--- src/rtl/mux_pkg.sv ---
// Shared types and limits for the POV row multiplexer sequencer.
// Holds the FSM state encoding and the hard LED overdrive ceiling.
package mux_pkg;

    typedef enum logic [1:0] {
        IDLE,
        LOAD,
        DRIVE,
        DEAD
    } mux_state_t;

    localparam int CLK_PERIOD_NS    = 20;
    localparam int MAX_DRIVE_CYCLES = 500;

    function automatic int max3(input int a, input int b, input int c);
        int m;
        m = (a > b) ? a : b;
        return (m > c) ? m : c;
    endfunction

endpackage

--- src/rtl/mux_sequencer_if.sv ---
// Control/status bundle between slice timing, LED driver and the mux sequencer.
// master = sequencer side, slave = the surrounding logic that drives its inputs.
interface mux_sequencer_if #(
    parameter int NB_MUX = 8
);
    localparam int RW = $clog2(NB_MUX);

    logic              enable;
    logic              slice_start;
    logic              drv_ready;
    logic              err_clr;
    logic [NB_MUX-1:0] mux_out;
    logic              drv_load;
    logic [RW-1:0]     row_idx;
    logic              busy;
    logic              slice_done;
    logic              err_overrun;
    logic              err_timeout;

    modport master (
        input  enable, slice_start, drv_ready, err_clr,
        output mux_out, drv_load, row_idx, busy, slice_done, err_overrun, err_timeout
    );

    modport slave (
        output enable, slice_start, drv_ready, err_clr,
        input  mux_out, drv_load, row_idx, busy, slice_done, err_overrun, err_timeout
    );
endinterface

--- src/rtl/mux_sequencer.sv ---
// Walks the mux lines of one slice: load row, drive one line, blank, next row.
// slice_start -> drv_load 1 cycle later; a row stalls in LOAD until drv_ready or timeout.
module mux_sequencer
    import mux_pkg::*;
#(
    parameter int NB_MUX       = 8,
    parameter int DRIVE_CYCLES = 500,
    parameter int DEAD_CYCLES  = 10,
    parameter int LOAD_TIMEOUT = 1000
) (
    input  logic            clk_50,
    input  logic            nrst,
    mux_sequencer_if.master bus
);
    localparam int RW = $clog2(NB_MUX);
    localparam int CW = $clog2(max3(DRIVE_CYCLES, DEAD_CYCLES, LOAD_TIMEOUT) + 1);

    if (DRIVE_CYCLES < 1 || DRIVE_CYCLES > MAX_DRIVE_CYCLES) begin : g_bad_drive
        $error("DRIVE_CYCLES out of range 1..MAX_DRIVE_CYCLES");
    end
    if (DEAD_CYCLES < 1 || NB_MUX < 2 || (NB_MUX & (NB_MUX - 1)) != 0) begin : g_bad_cfg
        $error("DEAD_CYCLES must be >=1 and NB_MUX a power of two >=2");
    end

    mux_state_t        state_q, state_d;
    logic [CW-1:0]     cnt_q, cnt_d;
    logic [RW-1:0]     row_q, row_d;
    logic [NB_MUX-1:0] mux_q;
    logic              load_q, busy_q, done_q;
    logic              err_ovr_q, err_ovr_d;
    logic              err_to_q, err_to_d;
    logic              done_evt, to_evt, ovr_evt;

    always_comb begin
        state_d  = state_q;
        cnt_d    = cnt_q + CW'(1);
        row_d    = row_q;
        done_evt = 1'b0;
        to_evt   = 1'b0;
        unique case (state_q)
            IDLE: begin
                cnt_d = '0;
                if (bus.slice_start && bus.enable) begin
                    state_d = LOAD;
                    row_d   = '0;
                end
            end
            LOAD: begin
                // A ready on the final wait cycle still wins over the timeout.
                if (bus.drv_ready) begin
                    state_d = DRIVE;
                    cnt_d   = '0;
                end else if (cnt_q == CW'(LOAD_TIMEOUT - 1)) begin
                    state_d = IDLE;
                    cnt_d   = '0;
                    row_d   = '0;
                    to_evt  = 1'b1;
                end
            end
            DRIVE: begin
                if (cnt_q == CW'(DRIVE_CYCLES - 1)) begin
                    state_d = DEAD;
                    cnt_d   = '0;
                end
            end
            DEAD: begin
                if (cnt_q == CW'(DEAD_CYCLES - 1)) begin
                    cnt_d = '0;
                    if (row_q == RW'(NB_MUX - 1)) begin
                        state_d  = IDLE;
                        row_d    = '0;
                        done_evt = 1'b1;
                    end else begin
                        state_d = LOAD;
                        row_d   = row_q + RW'(1);
                    end
                end
            end
            default: begin
                state_d = IDLE;
                cnt_d   = '0;
                row_d   = '0;
            end
        endcase
        // Disable is a silent abort: no completion pulse, no error.
        if (state_q != IDLE && !bus.enable) begin
            state_d  = IDLE;
            cnt_d    = '0;
            row_d    = '0;
            done_evt = 1'b0;
            to_evt   = 1'b0;
        end
    end

    assign ovr_evt   = bus.slice_start && (state_q != IDLE);
    assign err_ovr_d = ovr_evt | (err_ovr_q & ~bus.err_clr);
    assign err_to_d  = to_evt  | (err_to_q  & ~bus.err_clr);

    always_ff @(posedge clk_50 or negedge nrst) begin
        if (!nrst) begin
            state_q   <= IDLE;
            cnt_q     <= '0;
            row_q     <= '0;
            mux_q     <= '0;
            load_q    <= 1'b0;
            busy_q    <= 1'b0;
            done_q    <= 1'b0;
            err_ovr_q <= 1'b0;
            err_to_q  <= 1'b0;
        end else begin
            state_q   <= state_d;
            cnt_q     <= cnt_d;
            row_q     <= row_d;
            mux_q     <= (state_d == DRIVE) ? (NB_MUX'(1) << row_d) : '0;
            load_q    <= (state_d == LOAD);
            busy_q    <= (state_d != IDLE);
            done_q    <= done_evt;
            err_ovr_q <= err_ovr_d;
            err_to_q  <= err_to_d;
        end
    end

    assign bus.mux_out     = mux_q;
    assign bus.drv_load    = load_q;
    assign bus.row_idx     = row_q;
    assign bus.busy        = busy_q;
    assign bus.slice_done  = done_q;
    assign bus.err_overrun = err_ovr_q;
    assign bus.err_timeout = err_to_q;

endmodule

--- src/flat_wrapper.sv ---
// flat-port wrapper written by rule: the top's interface ports become plain ports
module mux_sequencer_flat import mux_pkg::*;
#(
    parameter int NB_MUX       = 8,
    parameter int DRIVE_CYCLES = 500,
    parameter int DEAD_CYCLES  = 10,
    parameter int LOAD_TIMEOUT = 1000
)
  (clk_50, nrst, bus_enable, bus_slice_start, bus_drv_ready, bus_err_clr, bus_mux_out, bus_drv_load, bus_row_idx, bus_busy, bus_slice_done, bus_err_overrun, bus_err_timeout);
  mux_sequencer_if #(.NB_MUX(NB_MUX)) bus_i ();
  input  logic clk_50;
  input  logic nrst;
  input wire logic [$bits(bus_i.enable)-1:0] bus_enable;
  input wire logic [$bits(bus_i.slice_start)-1:0] bus_slice_start;
  input wire logic [$bits(bus_i.drv_ready)-1:0] bus_drv_ready;
  input wire logic [$bits(bus_i.err_clr)-1:0] bus_err_clr;
  output wire logic [$bits(bus_i.mux_out)-1:0] bus_mux_out;
  output wire logic [$bits(bus_i.drv_load)-1:0] bus_drv_load;
  output wire logic [$bits(bus_i.row_idx)-1:0] bus_row_idx;
  output wire logic [$bits(bus_i.busy)-1:0] bus_busy;
  output wire logic [$bits(bus_i.slice_done)-1:0] bus_slice_done;
  output wire logic [$bits(bus_i.err_overrun)-1:0] bus_err_overrun;
  output wire logic [$bits(bus_i.err_timeout)-1:0] bus_err_timeout;
  assign bus_i.enable = bus_enable;
  assign bus_i.slice_start = bus_slice_start;
  assign bus_i.drv_ready = bus_drv_ready;
  assign bus_i.err_clr = bus_err_clr;
  assign bus_mux_out = bus_i.mux_out;
  assign bus_drv_load = bus_i.drv_load;
  assign bus_row_idx = bus_i.row_idx;
  assign bus_busy = bus_i.busy;
  assign bus_slice_done = bus_i.slice_done;
  assign bus_err_overrun = bus_i.err_overrun;
  assign bus_err_timeout = bus_i.err_timeout;
  mux_sequencer #(.NB_MUX(NB_MUX), .DRIVE_CYCLES(DRIVE_CYCLES), .DEAD_CYCLES(DEAD_CYCLES), .LOAD_TIMEOUT(LOAD_TIMEOUT)) u_core (.clk_50(clk_50), .nrst(nrst), .bus(bus_i));
endmodule
--- config.mk ---
export PLATFORM = sky130hd
export DESIGN_NAME = mux_sequencer_flat
export DESIGN_NICKNAME = d
export VERILOG_FILES = /design/src/rtl/mux_pkg.sv /design/src/rtl/mux_sequencer_if.sv /design/src/rtl/mux_sequencer.sv /design/src/flat_wrapper.sv
export SDC_FILE = /design/constraint.sdc
export NUM_CORES = 1
export LEC_CHECK = 0
export ABC_AREA = 1
export CAP_MARGIN = 10
export CORE_ASPECT_RATIO = 0.5
export CORE_MARGIN = 2
export CORE_UTILIZATION = 47
export DETAILED_ROUTE_END_ITERATION = 10
export GPL_ROUTABILITY_DRIVEN = 0
export PLACE_DENSITY_LB_ADDON = 0.12
export SYNTH_ARGS = -nofsm -noshare
export SYNTH_HDL_FRONTEND = slang
export SYNTH_SLANG_ARGS = --single-unit
--- constraint.sdc ---
create_clock -name clk_50 -period 1.6 [get_ports clk_50]
set_clock_uncertainty 0.05 [all_clocks]
set_input_delay 0.4 -clock clk_50 [delete_from_list [all_inputs] [get_ports clk_50]]
set_output_delay 0.4 -clock clk_50 [all_outputs]
set_load 0.03 [all_outputs]
# After elaboration in Yosys (flattened, before gate mapping)
# Cells that the tools add are included.
dict set report word_totals {
  in_bits 6
  out_inout_bits 16
  romBits 0
  latch_bits 0
  wordCells 63
  mem_count 0
  register_bits 28
  mem_bits_rw 0
}
dict set report op_classes {
  mul 0
  shift 1
  n_div 0
  n_lt_le_gt_ge 0
  addsub 2
  bitwise 5
  n_reduce_logical 7
  eq_ne 9
  muxes 30
}
# op n
set ops {}
lappend ops {{$mux W10} 5}
lappend ops {{$pmux W10 S4} 1}
lappend ops {{$mux W3} 6}
lappend ops {{$mux W2} 6}
lappend ops {{$add A10 B1 Y10 const B} 1}
lappend ops {{$eq A10 B10 Y1 const B} 1}
lappend ops {{$eq A10 B4 Y1 const B} 1}
lappend ops {{$eq A10 B9 Y1 const B} 1}
lappend ops {{$mux W1} 9}
lappend ops {{$pmux W3 S3} 1}
lappend ops {{$mux W8} 1}
lappend ops {{$pmux W2 S4} 1}
lappend ops {{$shl A1 B3 Y8 const A} 1}
lappend ops {{$eq A2 B2 Y1 const B} 3}
lappend ops {{$eq A2 B1 Y1 const B} 2}
lappend ops {{$reduce_bool A2 Y1} 2}
lappend ops {{$add A3 B1 Y3 const B} 1}
lappend ops {{$eq A3 B3 Y1 const B} 1}
lappend ops {{$logic_and A1 B1 Y1} 3}
lappend ops {{$and A1 B1 Y1} 2}
lappend ops {{$logic_not A2 Y1} 1}
lappend ops {{$or A1 B1 Y1} 2}
lappend ops {{$logic_not A1 Y1} 1}
lappend ops {{$not A1 Y1} 1}

# Longest topological paths before layout
# Gate-level depths: netlist of the first run.
dict set report depth {
  depth_word 7
  mapped_depth 12
}

# Worst setup path after synthesis of the first run
# No wires, ideal clock.
dict set report synth_path {
  kind {register to register}
  from {reg u_core.row_q[0], in the netlist u_core.bus.row_idx[0]}
  to {reg u_core.mux_q[0], in the netlist u_core.bus.mux_out[0]}
  path_buffers 0
  synth_period_minus_slack_ps 1680
  path_stages_with_launch 10
  t_arrival_ps 1558
  t_required_ps 1478
  setup_ps 72
  path_slack_ps -80
  cell_sequence {dfrtp_1 ha_1 ha_1 inv_1 nand3_1 nand3_1 nand3_1 nand2_1 nand3_2 nor2_1}
}
dict set report synth_between {
  elab_chain_len 7
  word_cells_on_any_way 16
}
# item line_no
set synth_lines {}
lappend synth_lines {{start, declared} mux_sequencer.sv:27} ;# logic [RW-1:0] row_q, row_d;
lappend synth_lines {{start signal, assigned} mux_sequencer.sv:113} ;# row_q <= row_d;
lappend synth_lines {{$add A3 B1 Y3 / $eq A3 B3 Y1 (equally long branches)} {mux_sequencer.sv:75, mux_sequencer.sv:69}}
lappend synth_lines {{$mux W3 / $mux W1 (equally long branches)} mux_sequencer.sv:69} ;# if (row_q == RW'(NB_MUX - 1)) begin
lappend synth_lines {{$mux W3 / $mux W2 (equally long branches)} mux_sequencer.sv:67} ;# if (cnt_q == CW'(DEAD_CYCLES - 1)) begin
lappend synth_lines {{$pmux W3 S3 / $pmux W2 S4 (equally long branches)} mux_sequencer.sv:40} ;# unique case (state_q)
lappend synth_lines {{$mux W3 / $mux W2 (equally long branches)} mux_sequencer.sv:86} ;# if (state_q != IDLE && !bus.enable) begin
lappend synth_lines {{$shl A1 B3 Y8 / $eq A2 B2 Y1 (equally long branches)} mux_sequencer.sv:114} ;# mux_q <= (state_d == DRIVE) ? (NB_MUX'(1) << row_d) : '0;
lappend synth_lines {{$mux W8 *} mux_sequencer.sv:114}
lappend synth_lines {{end signal, assigned} mux_sequencer.sv:114}
lappend synth_lines {{end, declared} mux_sequencer.sv:28} ;# logic [NB_MUX-1:0] mux_q;
# Mark *: on every way between the ends. The rest lies on a longest branch, timed or not.

# Worst setup path in the final report of the first run
dict set report layout_path {
  from {reg u_core.cnt_q[1]}
  to {reg u_core.mux_q[7], in the netlist u_core.bus.mux_out[7]}
}
dict set report layout_between {
  elab_chain_len 7
  word_cells_on_any_way 17
}
# item line_no
set layout_lines {}
lappend layout_lines {{start, declared} mux_sequencer.sv:26} ;# logic [CW-1:0] cnt_q, cnt_d;
lappend layout_lines {{start signal, assigned} mux_sequencer.sv:112} ;# cnt_q <= cnt_d;
lappend layout_lines {{$eq A10 B10 Y1} mux_sequencer.sv:53} ;# end else if (cnt_q == CW'(LOAD_TIMEOUT - 1)) begin
lappend layout_lines {{$mux W2 / $mux W3 (equally long branches)} mux_sequencer.sv:53}
lappend layout_lines {{$mux W2 / $mux W3 (equally long branches)} mux_sequencer.sv:50} ;# if (bus.drv_ready) begin
lappend layout_lines {{$pmux W2 S4 / $pmux W3 S3 (equally long branches)} mux_sequencer.sv:40}
lappend layout_lines {{$mux W2 / $mux W3 (equally long branches)} mux_sequencer.sv:86}
lappend layout_lines {{$eq A2 B2 Y1 / $shl A1 B3 Y8 (equally long branches)} mux_sequencer.sv:114}
lappend layout_lines {{$mux W8 *} mux_sequencer.sv:114}
# Marks and branches as above.

==> results of run 1 <==
==> cells in the mapped netlist, drive strengths merged <==
library cell,number,area share
a211oi,1,0.0052
a21oi,2,0.0070
a22o,1,0.0061
a41oi,1,0.0061
dfrtp,28,0.49
ha,4,0.035
inv,27,0.071
nand2,37,0.11
nand3,27,0.098
nand4,3,0.017
nor2,30,0.086
nor3,4,0.014
nor3b,1,0.0052
o21ai,1,0.0035
o21bai,2,0.018
o31ai,1,0.0052
xor2,3,0.018
==> repair_timing <==
action                                  4_1_cts  5_1_grt
resized for setup                            37       30
endpoints found under the setup margin       38       26
buffers inserted                              3        1
pin swaps                                    14       12
==> layer usage <==
metal  wire (um)  track usage  vias up
li1            -            -      660
met1        1615       0.3046      670
met2        1949       0.4293       30
met3         174      0.06170       13
met4          91      0.04000        0
met5           0            0        -
==> state kept, by name (all words and copies together), names as in the netlist <==
signal and count:
u_core.bus.row_idx 3, u_core.bus.busy 1, u_core.bus.drv_load 1, u_core.bus.slice_done 1, u_core.bus.err_timeout 1, u_core.cnt_q 10, u_core.bus.mux_out 8, u_core.bus.err_overrun 1
u_core.state_q 2
==> stage by stage <==
stage	instances	setup slack [ps]
4_1_cts	269	-150.0
3_3_place_gp	262	-234.1
2_1_floorplan	173	3.608
5_1_grt	269	-262.2
6_report	269	-169.7
3_5_place_dp	262	-284.5
==> layout make-up <==
cell class / instances / area, um^2 / area share
Clock inverter: 1 / 30.03 / 0.01375
Timing Repair Buffer: 52 / 446.7 / 0.2045
Inverter: 27 / 103.9 / 0.04754
Sequential cell: 28 / 705.7 / 0.3230
Multi-Input combinational cell: 118 / 807.0 / 0.3694
Tap cell: 40 / 50.05 / 0.02291
Clock buffer: 3 / 41.29 / 0.01890
==> worst paths after layout <==
path	end	slack (ps)	depth (start not counted)
worst max-delay path	u_core.bus.mux_out[7]$_DFF_PN0_	-170	10
worst min-delay path	u_core.cnt_q[1]$_DFF_PN0_	420	2
worst max register to register	u_core.bus.mux_out[7]$_DFF_PN0_	-170	10
worst min register to register	u_core.bus.err_overrun$_DFF_PN0_	460	1
max in group asynchronous	u_core.bus.row_idx[0]$_DFF_PN0_	910	2
min in group clk_50	u_core.bus.err_overrun$_DFF_PN0_	460	1
==> power groups by stage <==
| stage | combinational (mW) | sequential (mW) | clock, mW |
|---|---|---|---|
| 3_5_place_dp | 0.302 | 0.772 | 0 |
| 2_1_floorplan | 0.112 | 0.814 | 0 |
| 4_1_cts | 0.310 | 0.756 | 0.581 |
| 6_report | 0.331 | 0.759 | 0.573 |
| 5_1_grt | 0.356 | 0.762 | 0.604 |
| 3_3_place_gp | 0.295 | 0.770 | 0 |
==> cells by family after synthesis <==
family,count (synthesis),share of synthesized area
xor gates and xnor gates,3,0.01836
adders and majority gates,4,0.03497
buffers and inverters,27,0.07080
AOI/OAI and AO/OA,9,0.05158
DFF,28,0.4895
and+or+nand+nor,102,0.3348
==> impl_metrics.csv, run 1 <==
group,metric,value,unit
pwr,power_frac_clock,0.345,
finish,layout_common_cells,"buf_4 (27), nand2_1 (25), dfrtp_1 (24)",
floorplan,rows,14,
pwr,p_int,1.197,mW
setup_path,path_class,"flop to flop",
finish,fillers,203,
floorplan,die_area,0.003530,mm^2
setup_path,startpoint_type,"flop",
sta,whs,415.3,ps
setup_path,path_buf_inv,1,
clock_network,numClockSinks,28,
setup_path,cp.required,1770,ps
global_routing,gr-total-overflow,0,
floorplan,coreArea,0.002960,mm^2
setup_path,critical_path.cell_chain,"inv_2 -> ha_4 -> nand3_2 -> nor2_4 -> nand2_4 -> nand2_4 -> nand2_4 -> o21bai_4 -> nand4_4 -> nor2_2",
finish,finalNetCount,240,
floorplan,start_util,0.4835,
global_routing,grt_pass1_vias,1410,
pwr,peakVddDrop,0.4125,mV
placement,place_area,0.001924,mm^2
setup_path,slowest_stage,"dfrtp_1",
setup_path,crit_family,"simple AND/OR/NAND/NOR gates",
setup_path,cpPeakStageDelay,430,ps
pwr,seq_power_share,0.456,
floorplan,io_pins,22,
sta,tns,-1625,ps
global_routing,grt_pass1_wl,6.313,mm
synthesis,ys_seq_area_frac,0.4895,
sta,final_max_slew_viol_count,0,
pwr,design_power_total,1.663,mW
pwr,p_sw,0.4663,mW
finish,layout_commonest_cell,"buf_4",
clock_network,clock_path_buffers,2,
global_routing,antenna_found_initial,0,
global_routing,grt_max_degree,29,
sta,max_freq,0.5651,GHz
route,dr.pass1.iters,4,
clock_network,clk_latency,280,ps
sta,min_period_over_period,1.106,
route,drc,0,
sta,slew_headroom,0.7907,
synthesis,syn_avg_cell_area,8.274,um^2
pwr,powerDensity,761.4,mW/mm^2
setup_path,cp-startpoint,"u_core.cnt_q[1]$_DFF_PN0_",
sta,worst_pin_slew,315.2,ps
floorplan,dieHeight,43.02,um
route,ant_nets,0,
pwr,p_sw_frac,0.2803,
synthesis,yosys_warnings,0,
finish,syn2layout_area_growth,52.62,%
placement,io_buffer_count,21,
setup_path,crit_path_end_kind,"flop",
sta,rsz0062_at_grt,"yes",
route,viasPerCell,5.104,
finish,drive_gt1_frac,0.3755,
route,wl,3.829,mm
sta,setup_violations,15,
placement,dp_hpwl,2.534,mm
setup_path,crit_top_cell,"nand2_4",
setup_path,rr_startpoint,"u_core.cnt_q[1]$_DFF_PN0_",
synthesis,netlist_instances,173,
floorplan,dieWidth,82.05,um
clock_network,numCtsBuffers,3,
route,drtIter0Drc,40,
global_routing,groute.usage.overall,0.2425,
setup_path,crit_fanout,5,
flow_run,cap_violations,0,
finish,n_antenna_cell,0,
finish,postLayoutCellArea,0.002185,mm^2
synthesis,synthesis.area,0.001431,mm^2
hold_path,hold_path_class,"primary input to async pin",
sta,worst_slack,-169.7,ps
pwr,leakagePower,1.128,nW
sta,period_needed,1770,ps
clock_network,htreeDepth,1,
clock_network,cts_tree,"yes",
route,num_vias,1373,
setup_path,cp_data_arrival_time,1940,ps
pwr,combPwrFrac,0.199,
clock_network,ctsHoldBuffers,0,
clock_network,clk_pin_slew,100,ps
clock_network,clk_root_buffer_cell,"clkbuf_8",
status,violations,"setup timing",
status,status,"complete, but fails checks",
synthesis,syn_nets,183,
sta,hold_violations,0,
synthesis,synth_seq_cells,28,
route,wl_per_cell,14.23,um
finish,final_core_util,0.7380,
synthesis,ys_types,25,
No activity file was read; power rests on OpenSTA's default activity.
==> inputs of run 2 (changes only) <==
--- a/config.mk
+++ b/config.mk
@@ -9,9 +9,10 @@
 export CAP_MARGIN = 10
 export CORE_ASPECT_RATIO = 0.5
 export CORE_MARGIN = 2
-export CORE_UTILIZATION = 47
+export CORE_UTILIZATION = 41
 export DETAILED_ROUTE_END_ITERATION = 10
 export GPL_ROUTABILITY_DRIVEN = 0
+export GPL_TIMING_DRIVEN = 1
 export PLACE_DENSITY_LB_ADDON = 0.12
 export SYNTH_ARGS = -nofsm -noshare
 export SYNTH_HDL_FRONTEND = slang
==> run 2 against run 1 <==
Compared with the run above:
- the flow still finishes with violations (setup timing)
- first-iteration DRC count is 35% higher
- critical path type unchanged
- fmax is 1.4% lower
- utilization is 7.2 points lower
- largest cell class unchanged
- hold slack better by 11 ps
- cell area is 3.6% higher
- largest power group unchanged
- combinational power is 6.3% higher
==> impl_metrics.csv, run 2 (synthesis gave the netlist of run 1 again) <==
group,metric,value,unit
setup_path,cp.required,1770,ps
route,dr.pass1.iters,4,
status,violations,"setup timing",
floorplan,dieWidth,87.56,um
global_routing,gr-total-overflow,0,
route,num_vias,1379,
status,status,"complete, but fails checks",
global_routing,grt_pass1_wl,6.085,mm
floorplan,die_area,0.004009,mm^2
global_routing,grt_pass1_vias,1350,
placement,dp_hpwl,2.676,mm
global_routing,groute.usage.overall,0.2043,
setup_path,cp_data_arrival_time,1960,ps
setup_path,crit_fanout,4,
sta,worst_pin_slew,465.4,ps
pwr,peakVddDrop,0.4624,mV
setup_path,startpoint_type,"flop",
global_routing,antenna_found_initial,0,
pwr,design_power_total,1.685,mW
sta,min_period_over_period,1.121,
sta,slew_headroom,0.6886,
finish,regMostFlops,"u_core.cnt_q",
sta,final_max_slew_viol_count,0,
finish,drive_gt1_frac,0.3554,
pwr,leakagePower,1.208,nW
sta,setup_violations,17,
finish,final_core_util,0.6663,
setup_path,path_class,"flop to flop",
finish,syn2layout_area_growth,58.13,%
finish,final_cells,293,
route,drc,0,
hold_path,hold_path_class,"primary input to async pin",
floorplan,rows,15,
clock_network,numCtsBuffers,3,
sta,worst_slack,-194.4,ps
finish,layout_common_cells,"buf_4 (38), nand2_1 (28), dfrtp_1 (26)",
finish,layout_commonest_cell,"buf_4",
finish,postLayoutCellArea,0.002263,mm^2
route,viasPerCell,4.706,
clock_network,clk_pin_slew,100,ps
clock_network,clock_path_buffers,2,
placement,dp.cells,282,
global_routing,grt_max_degree,29,
clock_network,cts_tree,"yes",
finish,finalNetCount,253,
placement,io_buffer_count,21,
floorplan,dieHeight,45.78,um
pwr,powerDensity,744.4,mW/mm^2
finish,n_antenna_cell,0,
clock_network,htreeDepth,1,
finish,largest_reg_flops,10,
clock_network,clk_latency,280,ps
floorplan,io_pins,22,
clock_network,clk_root_buffer_cell,"clkbuf_8",
sta,hold_violations,0,
clock_network,numClockSinks,28,
sta,max_freq,0.5573,GHz
route,wl,3.797,mm
sta,tns,-2071,ps
sta,period_needed,1794,ps
flow_run,cap_violations,0,
sta,rsz0062_at_grt,"yes",
floorplan,coreArea,0.003397,mm^2
setup_path,crit_path_end_kind,"flop",
route,wl_per_cell,12.96,um
floorplan,start_util,0.4214,
placement,place_area,0.002006,mm^2
route,drtIter0Drc,54,
route,ant_nets,0,
-- run 2: final timing paths --
kind	startpoint	to	slack (ps)	cells past startpoint
setup reg to reg	u_core.cnt_q[1]$_DFF_PN0_	u_core.bus.mux_out[6]$_DFF_PN0_	-190	11
hold / removal	nrst	u_core.bus.drv_load$_DFF_PN0_	430	2
max in group asynchronous	nrst	u_core.bus.row_idx[1]$_DFF_PN0_	890	2
setup / recovery	u_core.cnt_q[1]$_DFF_PN0_	u_core.bus.mux_out[6]$_DFF_PN0_	-190	11
min in group clk_50	u_core.bus.err_overrun$_DFF_PN0_	u_core.bus.err_overrun$_DFF_PN0_	470	1
hold reg to reg	u_core.bus.err_overrun$_DFF_PN0_	u_core.bus.err_overrun$_DFF_PN0_	470	1
-- run 2: area by class of cell --
type | count | area (um^2)
clock buffer | 3 | 41.29
fill | 284 | 1134
timing repair buffer | 65 | 556.8
clock inverter | 1 | 30.03
multi-input combinational | 118 | 767.0
tap | 51 | 63.81
inverter | 27 | 101.3
sequential | 28 | 703.2
-- run 2: where the power goes --
group	internal, mW	switching [mW]	total (mW)
clock	0.335	0.242	0.577
combinational	0.135	0.217	0.352
sequential	0.738	0.0173	0.755
-- run 2: what timing repair did --
item,CTS,global route
setup endpoints to repair,42,27
pin swaps,11,4
buffers inserted,5,4
resized for setup,45,16
hold buffers,0,0
-- run 2: per-layer routing --
metal  global-route usage  wire length (um)  vias to the layer above
li1                     -                 -                      687
met1               0.2737              1734                      660
met2               0.3515              1907                       26
met3              0.04891               127                        6
met4              0.03077                27                        0
met5                    0                 0                        -
-- run 2: metrics by stage --
step                hold slack (ps)  worst slack, ps
floorplan                     54.41            3.608
global placement              427.7           -261.1
detailed placement            445.7           -267.6
CTS                           439.2           -153.0
global route                  442.7           -291.2
finish                        426.0           -194.4
-- run 2: worst max-delay path, cell delays in order (launching register included) --
cell	delay [ps]
dfrtp_1	400
inv_1	60
ha_2	190
nand3_2	90
nor2_4	150
nand2_4	80
nand2_4	70
buf_6	90
nand2_4	40
o21bai_4	230
nand4_4	160
nor2_1	120
==> inputs of run 3 (changes only) <==
--- a/config.mk
+++ b/config.mk
@@ -13,6 +13,7 @@
 export DETAILED_ROUTE_END_ITERATION = 10
 export GPL_ROUTABILITY_DRIVEN = 0
 export GPL_TIMING_DRIVEN = 1
+export HOLD_SLACK_MARGIN = 0.1
 export PLACE_DENSITY_LB_ADDON = 0.12
 export SYNTH_ARGS = -nofsm -noshare
 export SYNTH_HDL_FRONTEND = slang
==> constraint.sdc (replaced) <==
create_clock -name clk_50 -period 2.3 [get_ports clk_50]
set_clock_uncertainty 0.05 [all_clocks]
set_input_delay 0.575 -clock clk_50 [delete_from_list [all_inputs] [get_ports clk_50]]
set_output_delay 0.575 -clock clk_50 [all_outputs]
set_load 0.03 [all_outputs]
==> run 3 against run 2 <==
Compared with the run above:
- the run now ends clean
- sequential cell count is the same
- power shrank 40%
- routed wire length shrank 24%
- highest routed layer unchanged
==> impl_metrics.csv, run 3 (synthesis gave the netlist of run 1 again) <==
group,metric,value,unit
setup_path,critical_path.cell_chain,"clkdlybuf4s50_1",
sta,setup_violations,0,
sta,min_period_over_period,0.8878,
route,wl_met3,92,um
global_routing,grt_pass1_vias,1091,
finish,syn2layout_area_growth,23.51,%
sta,max_freq,0.4897,GHz
global_routing,gr-total-overflow,0,
finish,layout_commonest_cell,"nand2_1",
placement,io_buffer_count,21,
setup_path,path_buf_inv,1,
finish,layout_common_cells,"nand2_1 (33), nor2_1 (28), dfrtp_1 (28)",
sta,tns,0,ps
route,wl_met1,1.497,mm
hold_path,hold_path_class,"flop to flop",
clock_network,numClockSinks,28,
clock_network,cts_setup_buffers,0,
clock_network,clk_pin_slew,100,ps
sta,worst_slack,258.0,ps
setup_path,cp.required,1670,ps
floorplan,start_util,0.4214,
clock_network,ctsHoldBuffers,0,
setup_path,slowest_stage,"clkdlybuf4s50_1",
route,dr.pass1.iters,4,
clock_network,htreeDepth,1,
sta,slew_headroom,0.7103,
clock_network,numCtsBuffers,3,
sta,hold_violations,0,
status,status,"finished, final reports clean",
clock_network,cts_tree,"yes",
route,wl,2.885,mm
route,drtIter0Drc,52,
pwr,peakVddDrop,0.3562,mV
finish,n_antenna_cell,0,
sta,final_max_slew_viol_count,0,
floorplan,dieHeight,45.78,um
setup_path,crit_fanout,5,
placement,dp_hpwl,2.240,mm
finish,largest_reg_flops,10,
placement,dp_worst_setup_slack,216.3,ps
clock_network,cts.repair.resized,0,
floorplan,dieWidth,87.56,um
pwr,powerDensity,569.6,mW/mm^2
sta,worst_pin_slew,432.9,ps
floorplan,rows,15,
setup_path,cp_data_arrival_time,1420,ps
finish,fillers,322,
clock_network,clk_latency,280,ps
global_routing,grt_pass1_wl,4.926,mm
floorplan,coreArea,0.003397,mm^2
finish,finalNetCount,210,
finish,regMostFlops,"u_core.cnt_q",
route,dr_wl_met2,1.283,mm
route,viasPerCell,4.692,
setup_path,startpoint_type,"flop",
flow_run,cap_violations,0,
pwr,design_power_total,1.007,mW
global_routing,groute.usage.overall,0.1649,
finish,drive_gt1_frac,0.07538,
pwr,leakagePower,0.8710,nW
route,wl_per_cell,11.54,um
sta,rsz0062_at_grt,"no",
route,top_layer_used,"met4",
setup_path,path_class,"flop to output pin",
floorplan,io_pins,22,
clock_network,clk_root_buffer_cell,"clkbuf_8",
global_routing,antenna_found_initial,0,
route,drc,0,
setup_path,crit_family,"buffers and inverters",
sta,period_needed,2042,ps
floorplan,die_area,0.004009,mm^2
setup_path,cpPeakStageDelay,700,ps
setup_path,crit_path_end_kind,"output pin",
clock_network,clock_path_buffers,2,
route,ant_nets,0,
global_routing,grt_max_degree,29,
route,num_vias,1173,
run 3: cell types whose count changed in the layout (fill, tap and decap cells not counted), moves of 3 or more:
cell             delta
dlygate4sd2_1      -14
nand2_1             +5
nand3_2             -5
buf_6               -7
clkdlybuf4s50_1    +16
nor2_1              +4
nand3_1             +7
nor2_2              -3
buf_4              -37
nand2_2             -3
ha_1                +3
run 3: routing by layer:
| metal | up-vias | GRT usage |
|---|---|---|
| met3 | 2 | 0.04529 |
| li1 | 603 | - |
| met1 | 553 | 0.2271 |
| met4 | 0 | 0.03692 |
| met2 | 15 | 0.2652 |
| met5 | - | 0 |
run 3: final cells by class:
type / count / area, um^2 / share of cell area
repair buffers: 22 / 217.7 / 0.1231
inverters: 27 / 101.3 / 0.05732
well taps: 51 / 63.81 / 0.03609
flip-flops and latches: 28 / 700.7 / 0.3963
clock buffers: 4 / 55.05 / 0.03114
multi-input cells: 118 / 629.4 / 0.3560
run 3: where the power goes:
part / switching [mW] / leakage (nW) / internal (mW) / total (mW)
Sequential: 0.0134 / 0.386 / 0.514 / 0.527
Clock: 0.151 / 0.0288 / 0.153 / 0.305
Combinational: 0.112 / 0.457 / 0.0637 / 0.175
run 3: through the flow:
stage               std cells    util  hold slack (ps)  instance area (um^2)
finish                    250  0.5204            449.5                  1768
global route              250  0.5204            481.2                  1768
CTS                       250  0.5204            449.4                  1768
detailed placement        246  0.5042            439.4                  1713
global placement          246  0.5042            432.9                  1713
floorplan                 173       -            229.4                  1431
run 3: worst paths after layout:
kind | startpoint | slack [ps] | cells after the start | end
max reg2reg | u_core.cnt_q[1]$_DFF_PN0_ | 510 | 12 | u_core.bus.mux_out[2]$_DFF_PN0_
min in group asynchronous | nrst | 620 | 2 | u_core.bus.busy$_DFF_PN0_
max | u_core.bus.row_idx[2]$_DFF_PN0_ | 260 | 1 | bus_row_idx[2]
min | u_core.cnt_q[0]$_DFF_PN0_ | 450 | 1 | u_core.cnt_q[0]$_DFF_PN0_
max in group asynchronous | nrst | 1320 | 2 | u_core.bus.err_timeout$_DFF_PN0_
min reg2reg | u_core.cnt_q[0]$_DFF_PN0_ | 450 | 1 | u_core.cnt_q[0]$_DFF_PN0_
